**config.mk**
```make
export PLATFORM = sky130hd
export DESIGN_NAME = fir512_mac
export DESIGN_NICKNAME = d
export VERILOG_FILES = /design/src/rtl/fir512_pkg.sv /design/src/rtl/fir512_sat.sv /design/src/rtl/fir512_mac.sv
export SDC_FILE = /design/constraint.sdc
export NUM_CORES = 1
export LEC_CHECK = 0
export CAP_MARGIN = 5
export CORE_MARGIN = 4
export CORE_UTILIZATION = 40
export CTS_CLUSTER_DIAMETER = 60
export CTS_CLUSTER_SIZE = 16
export DETAILED_ROUTE_END_ITERATION = 6
export PLACE_DENSITY_LB_ADDON = 0.12
export SETUP_SLACK_MARGIN = 0.05
export SKIP_CTS_REPAIR_TIMING = 1
export SLEW_MARGIN = 20
export SYNTH_ARGS = -nofsm -noshare
export SYNTH_HDL_FRONTEND = slang
export SYNTH_HIERARCHICAL = 1
export SYNTH_SLANG_ARGS = --single-unit
```
**constraint.sdc**
```tcl
create_clock -name clk -period 4.85 [get_ports clk]
set_input_delay 1.455 -clock clk [delete_from_list [all_inputs] [get_ports clk]]
set_output_delay 1.455 -clock clk [all_outputs]
set_load 0.02 [all_outputs]
```
**src/rtl/fir512_pkg.sv**
```systemverilog
`default_nettype none
// +----------------------------------------------------------------------------+
// | Module      : fir512_pkg                                                   |
// | Description : Shared widths, defaults and FSM state type for fir512_mac.   |
// | Revision    : 1.0                                                          |
// +----------------------------------------------------------------------------+
package fir512_pkg;

    localparam int TAPS   = 512;
    localparam int ADDR_W = 9;
    localparam int DATA_W = 16;
    localparam int PROD_W = 32;
    localparam int ACC_W  = 41;
    localparam int SHIFT  = 15;

    typedef enum logic [1:0] {
        IDLE  = 2'd0,
        RUN   = 2'd1,
        DRAIN = 2'd2,
        DONE  = 2'd3
    } state_t;

endpackage
`default_nettype wire

```
**src/rtl/fir512_sat.sv**
```systemverilog
`default_nettype none
// +----------------------------------------------------------------------------+
// | Module      : fir512_sat                                                   |
// | Description : Arithmetic right shift of the accumulator, clamp to 16 bits. |
// | Revision    : 1.0                                                          |
// +----------------------------------------------------------------------------+
module fir512_sat #(
    parameter int SHIFT = fir512_pkg::SHIFT
) (
    input  logic signed [fir512_pkg::ACC_W-1:0]  i_acc,
    output logic        [fir512_pkg::DATA_W-1:0] o_data
);
    import fir512_pkg::*;

    localparam logic signed [ACC_W-1:0] c_sat_max = ACC_W'((2 ** (DATA_W - 1)) - 1);
    localparam logic signed [ACC_W-1:0] c_sat_min = ACC_W'(-(2 ** (DATA_W - 1)));

    logic signed [ACC_W-1:0] w_shifted;

    // >>> on a signed operand floors toward minus infinity
    assign w_shifted = i_acc >>> SHIFT;

    always_comb begin
        o_data = w_shifted[DATA_W-1:0];
        if (w_shifted > c_sat_max) begin
            o_data = {1'b0, {(DATA_W - 1){1'b1}}};
        end else if (w_shifted < c_sat_min) begin
            o_data = {1'b1, {(DATA_W - 1){1'b0}}};
        end
    end

endmodule
`default_nettype wire

```
**src/rtl/fir512_mac.sv**
```systemverilog
`default_nettype none
// +----------------------------------------------------------------------------+
// | Module      : fir512_mac                                                   |
// | Description : Single-MAC FIR filter over external history/coef RAMs.       |
// | Revision    : 1.0                                                          |
// +----------------------------------------------------------------------------+
module fir512_mac #(
    parameter int TAPS  = fir512_pkg::TAPS,
    parameter int SHIFT = fir512_pkg::SHIFT
) (
    input  logic                          clk,
    input  logic                          rst_n,
    input  logic                          in_valid,
    output logic                          in_ready,
    input  logic [fir512_pkg::DATA_W-1:0] in_data,
    output logic                          hist_wr_ce,
    output logic [fir512_pkg::ADDR_W-1:0] hist_wr_addr,
    output logic [fir512_pkg::DATA_W-1:0] hist_wr_data,
    output logic                          hist_rd_ce,
    output logic [fir512_pkg::ADDR_W-1:0] hist_rd_addr,
    input  logic [fir512_pkg::DATA_W-1:0] hist_rd_data,
    output logic                          coef_rd_ce,
    output logic [fir512_pkg::ADDR_W-1:0] coef_rd_addr,
    input  logic [fir512_pkg::DATA_W-1:0] coef_rd_data,
    output logic                          out_valid,
    output logic [fir512_pkg::DATA_W-1:0] out_data,
    output logic                          busy
);
    import fir512_pkg::*;

    localparam logic [ADDR_W-1:0] c_last_tap = ADDR_W'(TAPS - 1);
    localparam logic [ADDR_W-1:0] c_taps     = ADDR_W'(TAPS);

    state_t                   r_state, w_state_nxt;
    logic                     w_accept;
    logic                     w_run;
    logic [ADDR_W-1:0]        r_wr_ptr, r_base, r_tap, w_hist_addr;
    logic [1:0]               r_drain_cnt;
    logic                     r_rd_vld, r_prod_vld;
    logic signed [PROD_W-1:0] w_coef_ext, w_hist_ext, r_prod;
    logic signed [ACC_W-1:0]  r_acc;
    logic [DATA_W-1:0]        w_sat;
    logic                     r_out_valid;
    logic [DATA_W-1:0]        r_out_data;

    // Ring index base-k; for TAPS=512 the 9-bit wrap already gives mod 512
    assign w_hist_addr = (r_base >= r_tap) ? (r_base - r_tap) : (r_base + c_taps - r_tap);
    assign w_coef_ext  = {{(PROD_W - DATA_W){coef_rd_data[DATA_W-1]}}, coef_rd_data};
    assign w_hist_ext  = {{(PROD_W - DATA_W){hist_rd_data[DATA_W-1]}}, hist_rd_data};

    always_ff @(posedge clk or negedge rst_n) begin
        if (!rst_n) begin
            r_state <= IDLE;
        end else begin
            r_state <= w_state_nxt;
        end
    end

    always_comb begin
        w_state_nxt  = r_state;
        w_run        = 1'b0;
        in_ready     = 1'b0;
        busy         = 1'b1;
        case (r_state)
            IDLE: begin
                in_ready = rst_n;
                busy     = 1'b0;
                if (in_valid) w_state_nxt = RUN;
            end
            RUN: begin
                w_run = 1'b1;
                if (r_tap == c_last_tap) w_state_nxt = DRAIN;
            end
            DRAIN: begin
                if (r_drain_cnt == 2'd2) w_state_nxt = DONE;
            end
            DONE: begin
                w_state_nxt = IDLE;
            end
            default: begin
                w_state_nxt = IDLE;
            end
        endcase
    end

    assign w_accept     = in_ready & in_valid;
    assign hist_wr_ce   = w_accept;
    assign hist_wr_addr = r_wr_ptr;
    assign hist_wr_data = in_data;
    assign hist_rd_ce   = w_run;
    assign hist_rd_addr = w_hist_addr;
    assign coef_rd_ce   = w_run;
    assign coef_rd_addr = r_tap;
    assign out_valid    = r_out_valid;
    assign out_data     = r_out_data;

    fir512_sat #(
        .SHIFT (SHIFT)
    ) u_sat (
        .i_acc  (r_acc),
        .o_data (w_sat)
    );

    // Read data lands one cycle after the address, product one cycle later
    always_ff @(posedge clk or negedge rst_n) begin
        if (!rst_n) begin
            r_wr_ptr    <= '0;
            r_base      <= '0;
            r_tap       <= '0;
            r_drain_cnt <= '0;
            r_rd_vld    <= 1'b0;
            r_prod_vld  <= 1'b0;
            r_prod      <= '0;
            r_acc       <= '0;
            r_out_valid <= 1'b0;
            r_out_data  <= '0;
        end else begin
            if (w_accept) begin
                r_base   <= r_wr_ptr;
                r_wr_ptr <= (r_wr_ptr == c_last_tap) ? '0 : r_wr_ptr + 1'b1;
            end
            if (w_run) begin
                r_tap <= (r_tap == c_last_tap) ? '0 : r_tap + 1'b1;
            end else begin
                r_tap <= '0;
            end
            r_drain_cnt <= (r_state == DRAIN) ? r_drain_cnt + 2'd1 : 2'd0;
            r_rd_vld    <= w_run;
            r_prod_vld  <= r_rd_vld;
            if (r_rd_vld) begin
                r_prod <= w_coef_ext * w_hist_ext;
            end
            if (w_accept) begin
                r_acc <= '0;
            end else if (r_prod_vld) begin
                r_acc <= r_acc + {{(ACC_W - PROD_W){r_prod[PROD_W-1]}}, r_prod};
            end
            r_out_valid <= (r_state == DONE);
            if (r_state == DONE) begin
                r_out_data <= w_sat;
            end
        end
    end

endmodule
`default_nettype wire

```
==> flow_metrics.py, run 1 <==
metrics = {
    "synth": {
        "ys_ff_latch": 123,
        "synth_top_area_share_pct": 29.6,
        "synth-main-ff-cell": "dfrtp_1",
        "netlist_area_sq_mm": 0.0178,
        "synthTopCellsByArea": "fa_1 (30%), dfrtp_1 (17%), ha_1 (9.8%), inv_1 (7.6%), and2_1 (4.7%)",
        "synth_cell_type_count": 74,
        "yosys_warnings": 6,
        "async_reset_ff_share_pct": 100,
        "synth.largest_area_cell": "fa_1",
        "synth_nets": 2407,
        "ys_seq_area_share_pct": 17.2,
        "postSynthCellCount": 1952,
        "syn_area_per_cell_sq_um": 9.14,
        "synth_edf_count": 0,
    },
    "die": {
        "die_x_microns": 219,
        "initial_core_util_pct": 40.4,
        "core_area_sq_mm": 0.0441,
        "io_pins": 116,
        "fp.dieH_microns": 219,
        "dieArea_sq_mm": 0.0481,
        "num_rows": 77,
    },
    "hold_path": {
        "hold_end": "r_drain_cnt[0]",
        "hp-class": "flop to flop",
        "hold_start": "r_drain_cnt[0]",
        "whs_path_depth": 1,
    },
    "timing": {
        "setup_viol": 26,
        "worst_slack_ns": -1.98,
        "hold_ws_ns": 0.424,
        "maxSlewViolCount": 0,
        "tightest_slew_ns": 0.883,
        "fin_crit_sh_pct": 141,
        "skew_ns": 0.00754,
        "hold_violations": 0,
        "slew_headroom_pct": 40.3,
        "grt_setup_unrepaired": "true",
        "period_minus_slack_ns": 6.83,
        "max_freq_mhz": 146,
    },
    "critical_path": {
        "path_max_fanout": 5,
        "crit_arrival_ns": 7.19,
        "reg2reg_slack_ns": 1.63,
        "reg2reg_depth": 12,
        "criticalPathCategory": "primary input to flop",
        "cp-end-kind": "flop",
        "critPathTopFamily": "adder cells",
        "worst_path_largest_cell_delay_ns": 0.65,
        "crit_required_ns": 5.21,
        "worstSetupStartpointType": "primary input",
        "path_cells": "dlymetal6s2s_1 > buf_6 > buf_12 > nand2_2 > inv_1 > fa_2 > buf_4 > fa_2 > fa_1 > fa_1 > fa_1 > inv_1 > fa_1 > inv_2 > ha_4 > a21oi_4 > o21bai_1 > a21oi_1 > o21ai_2 > or3_4 > o21ai_4 > o21ai_4 > or4_1 > nand3_1",
        "crit_buf_inv": 7,
        "r2r_start": "r_prod[0]",
        "worstReg2RegEnd": "r_acc[40]",
        "crit_slowest_cell": "fa_2",
        "worst_path_most_repeated_cell": "fa_1",
        "crit_start": "hist_rd_data[2]",
    },
    "route": {
        "drc": 0,
        "viasPerCell": 5.00,
        "wl_per_cell_microns": 15.7,
        "finalWirelength_microns": 44100,
        "drtIter0Drc": 676,
        "ant_nets": 0,
        "dr.pass1.iters": 5,
        "vias": 14000,
    },
    "clocking": {
        "clk_path_buf_depth": 2,
        "tritoncts": "done",
        "numClockSinks": 123,
        "cts_buffers": 17,
        "cts-root-buf": "clkbuf_16",
        "clk_pin_slew_worst_paths_ns": 0.06,
        "cts_max_level": 4,
        "clk_latency_ns": 0.42,
    },
    "grt": {
        "grt_pass1_vias": 14800,
        "grt-ovfl-total": 0,
        "globalRouteMet1Util_pct": 25.4,
        "grt_max_degree": 71,
        "top_usage_layer": "met2",
        "grt_util_met2_pct": 33.0,
        "track_usage_pct": 18.8,
        "grt_pass1_wl_microns": 73500,
        "antenna_found_initial": 1,
        "grtUsageMet3_pct": 1.73,
    },
    "placed_design": {
        "dp_hpwl_microns": 34800,
        "numPortBuffers": 83,
        "gp_congestion": 0.890,
    },
    "layout": {
        "area_growth_pct": 24.9,
        "drive_above_1_share_pct": 20.8,
        "final_nets": 2652,
    },
    "outcome": {
        "violations": "negative setup slack",
        "status": "complete, but fails checks",
    },
    "flow_run": {
        "maxCapViolCount": 0,
    },
}
[sequential cells by signal (all words and copies together), names as in the netlist]
signal,flops
r_acc,41
r_prod,32
out_data,16
coef_rd_addr,9
hist_wr_addr,9
r_base,9
r_drain_cnt,2
r_state,2
out_valid,1
r_prod_vld,1
r_rd_vld,1
[cell usage in the layout (no fill, tap or decap), types with 16 or more instances in the layout]
| master | netlist | routed |
|---|---|---|
| nor3_1 | 21 | 20 |
| inv_2 | 0 | 24 |
| clkdlybuf4s50_1 | 0 | 51 |
| inv_1 | 359 | 333 |
| a21oi_1 | 75 | 63 |
| clkbuf_16 | 0 | 20 |
| fa_1 | 264 | 254 |
| mux2_2 | 32 | 32 |
| xnor2_1 | 40 | 36 |
| buf_4 | 19 | 180 |
| nand3_1 | 29 | 29 |
| buf_6 | 1 | 35 |
| and2_1 | 134 | 118 |
| nor2_1 | 81 | 77 |
| nand2b_1 | 19 | 18 |
| and2_4 | 0 | 16 |
| nand2_1 | 198 | 191 |
| o21ai_0 | 56 | 49 |
| mux2i_1 | 21 | 21 |
| xor2_1 | 24 | 24 |
| a21o_1 | 45 | 45 |
| ha_1 | 140 | 115 |
| ha_4 | 0 | 18 |
| nand4_1 | 23 | 23 |
| dfrtp_1 | 123 | 121 |
[worst max-delay path by stage]
| stage | end | slack [ns] | cells past startpoint |
|---|---|---|---|
| 3_5_place_dp | r_prod[29] | -2.81 | 21 |
| 6_report | r_prod[31] | -1.98 | 24 |
| 2_1_floorplan | r_prod[31] | -1.94 | 20 |
| 4_1_cts | r_prod[29] | -2.37 | 21 |
| 3_3_place_gp | r_prod[31] | -2.74 | 23 |
| 5_1_grt | r_prod[29] | -2.18 | 24 |
[layout make-up]
| cell class | instances | area [sq um] |
|---|---|---|
| inverter | 359 | 1350 |
| clock buffer | 19 | 433 |
| clock inverter | 12 | 221 |
| timing repair buffer | 315 | 2870 |
| multi-input combinational | 1381 | 13600 |
| antenna | 1 | 2.50 |
| fill | 4248 | 21800 |
| sequential | 123 | 3080 |
| tap | 592 | 741 |
[cells in the mapped netlist, types with 15 or more instances]
master and n:
nor2_1 81, clkbuf_1 58, fa_1 264, xnor2_1 40, dfrtp_1 123, buf_4 19
ha_1 140, nand4_1 23, a21oi_1 75, nand3_1 29, nand2b_1 19, and2_1 134
a21o_1 45, nand2_1 198, o21ai_0 56, a2bb2oi_1 15, mux2i_1 21, mux2_2 32
xor2_1 24, nor3_1 21, inv_1 359
[metrics by stage]
step	utilization (%)	cells	setup TNS (ns)	instance area [sq um]	setup slack (ns)
finish	50.5	2802	-36.30	22300	-1.98
global route	50.5	2801	-41.18	22300	-2.18
CTS	48.8	2759	-47.36	21500	-2.37
detailed placement	47.3	2728	-59.27	20900	-2.81
global placement	47.3	2728	-58.38	20900	-2.74
floorplan	-	1952	-33.86	18400	-1.94
[layer usage]
metal  up-vias  wire length (microns)
met5         -                      0
met3        49                   1110
met2       193                  22000
li1       6714                      -
met4         0                    646
met1      7044                  20300
[kinds of logic after synthesis]
family                   share of synthesized area, %
flip-flops                                       17.2
XOR/XNOR                                         3.14
adder cells (fa/ha/maj)                          39.4
multiplexers                                     3.20
AND/OR/NAND/NOR                                  15.7
AO/OA/AOI/OAI                                    11.4
buffers and inverters                            9.90
Power of run 1 is not shown: default switching activity piles up to over one toggle a cycle in this logic, so the estimate is an artifact.
==> run 2, diff against run 1 <==
--- a/config.mk
+++ b/config.mk
@@ -11,6 +11,7 @@
 export CTS_CLUSTER_DIAMETER = 60
 export CTS_CLUSTER_SIZE = 16
 export DETAILED_ROUTE_END_ITERATION = 6
+export MAX_ROUTING_LAYER = met4
 export PLACE_DENSITY_LB_ADDON = 0.12
 export SETUP_SLACK_MARGIN = 0.05
 export SKIP_CTS_REPAIR_TIMING = 1
==> flow_metrics.py, run 2 (synthesis results as in run 1) <==
metrics = {
    "outcome": {
        "status": "complete, but fails checks",
        "violations": "negative setup slack",
    },
    "grt": {
        "grt-ovfl-total": 0,
        "grt_max_degree": 71,
        "track_usage_pct": 19.3,
        "grt_pass1_vias": 14800,
        "grt_pass1_wl_microns": 73500,
        "antenna_found_initial": 0,
    },
    "clocking": {
        "cts_buffers": 17,
        "tritoncts": "done",
        "cts_max_level": 4,
        "numClockSinks": 123,
        "clk_latency_ns": 0.43,
        "cts-root-buf": "clkbuf_16",
        "clk_pin_slew_worst_paths_ns": 0.06,
        "clk_path_buf_depth": 2,
    },
    "timing": {
        "worst_slack_ns": -1.98,
        "setup_viol": 26,
        "max_freq_mhz": 146,
        "maxSlewViolCount": 0,
        "grt_setup_unrepaired": "true",
        "period_minus_slack_ns": 6.83,
        "hold_violations": 0,
        "skew_ns": 0.00846,
        "slew_headroom_pct": 35.7,
        "tightest_slew_ns": 0.951,
        "fin_crit_sh_pct": 141,
    },
    "critical_path": {
        "path_cells": "dlymetal6s2s_1 > buf_6 > buf_12 > nand2_2 > inv_1 > fa_2 > buf_4 > fa_2 > fa_1 > fa_1 > fa_1 > inv_1 > fa_1 > inv_2 > ha_4 > a21oi_4 > o21bai_1 > a21oi_1 > o21ai_2 > or3_4 > o21ai_4 > o21ai_4 > or4_1 > nand3_1",
        "cp-end-kind": "flop",
        "reg2reg_slack_ns": 1.58,
        "path_max_fanout": 5,
        "crit_arrival_ns": 7.19,
        "worstSetupStartpointType": "primary input",
        "criticalPathCategory": "primary input to flop",
        "crit_slowest_cell": "fa_2",
        "critPathTopFamily": "adder cells",
        "worst_path_largest_cell_delay_ns": 0.65,
        "crit_buf_inv": 7,
        "worst_path_most_repeated_cell": "fa_1",
        "crit_required_ns": 5.21,
    },
    "layout": {
        "final_common_cell": "inv_1",
        "area_growth_pct": 24.9,
        "drive_above_1_share_pct": 20.8,
        "top_register": "r_acc",
        "fin_area_sq_mm": 0.0223,
        "final_nets": 2652,
        "final_cell_mix": "inv_1 (333), fa_1 (254), nand2_1 (191), buf_4 (181), dfrtp_1 (121)",
        "largest_register_ffs": 41,
        "nFillCells": 4248,
        "multiInputGateArea_sq_mm": 0.0136,
        "layout.area.seq_sq_mm": 0.00308,
    },
    "route": {
        "dr.pass1.iters": 5,
        "wl_per_cell_microns": 15.7,
        "drc": 0,
        "drtIter0Drc": 660,
        "viasPerCell": 4.99,
        "ant_nets": 0,
        "vias": 14000,
        "finalWirelength_microns": 44000,
    },
    "hold_path": {
        "hp-class": "flop to flop",
    },
    "die": {
        "dieArea_sq_mm": 0.0481,
        "initial_core_util_pct": 40.4,
        "num_rows": 77,
        "fp.dieH_microns": 219,
        "die_x_microns": 219,
        "core_area_sq_mm": 0.0441,
        "io_pins": 116,
    },
    "placed_design": {
        "numPortBuffers": 83,
        "dp_hpwl_microns": 34800,
        "gp_congestion": 0.905,
        "place_area_sq_mm": 0.0209,
    },
    "flow_run": {
        "maxCapViolCount": 0,
    },
}
run 2: changes by cell type in the layout (fill, tap and decap cells not counted):
cell,delta
buf_2,-1
buf_4,+1
run 2: layer usage:
metal | vias to the layer above | wire (microns) | global-route usage (%) | share of wire [%]
met3 | 44 | 1210 | 1.87 | 2.8
met5 | - | 0 | - | 0
met2 | 185 | 22100 | 33.0 | 50
met4 | 0 | 600 | 3.27 | 1.4
met1 | 7059 | 20100 | 25.5 | 46
li1 | 6705 | - | - | -
run 2: worst paths after layout:
kind / startpoint / to / cells past startpoint
setup reg to reg: r_acc[1] / r_acc[39] / 10
hold reg to reg: r_drain_cnt[0] / r_drain_cnt[0] / 1
min in group asynchronous: rst_n / coef_rd_addr[7] / 2
max in group asynchronous: rst_n / r_prod_vld / 3
hold / removal: r_drain_cnt[0] / r_drain_cnt[0] / 1
setup / recovery: hist_rd_data[2] / r_prod[31] / 24
run 2: final cells by class:
| class | instances | area share (%) |
|---|---|---|
| Antenna cell | 1 | 0.0112 |
| Clock buffer | 19 | 1.94 |
| Clock inverter | 12 | 0.994 |
| Inverter | 359 | 6.06 |
| Multi-Input combinational cell | 1381 | 60.9 |
| Sequential cell | 123 | 13.8 |
| Tap cell | 592 | 3.32 |
| Timing Repair Buffer | 315 | 12.9 |
run 2: worst reg2reg max path, stage by stage (launching register included):
cell and delay (ns):
dfrtp_1 0.39, ha_1 0.28, a21o_1 0.10, a21o_1 0.16
a211oi_1 0.15, nor4b_1 0.85, o21ai_1 0.29, a211oi_2 0.37
o311ai_1 0.17, and4b_1 0.24, nor3_1 0.18
run 2: per-stage QoR:
| step | util (%) | hold WS [ns] | setup TNS, ns | std cells | worst slack [ns] |
|---|---|---|---|---|---|
| detailed placement | 47.3 | 0.420 | -59.27 | 2728 | -2.81 |
| global route | 50.5 | 0.457 | -41.11 | 2801 | -2.18 |
| CTS | 48.8 | 0.429 | -47.36 | 2759 | -2.37 |
| finish | 50.5 | 0.424 | -36.29 | 2802 | -1.98 |
| floorplan | - | 0.373 | -33.86 | 1952 | -1.94 |
| global placement | 47.3 | 0.417 | -58.38 | 2728 | -2.74 |
Power of run 2 is left out for the same reason.
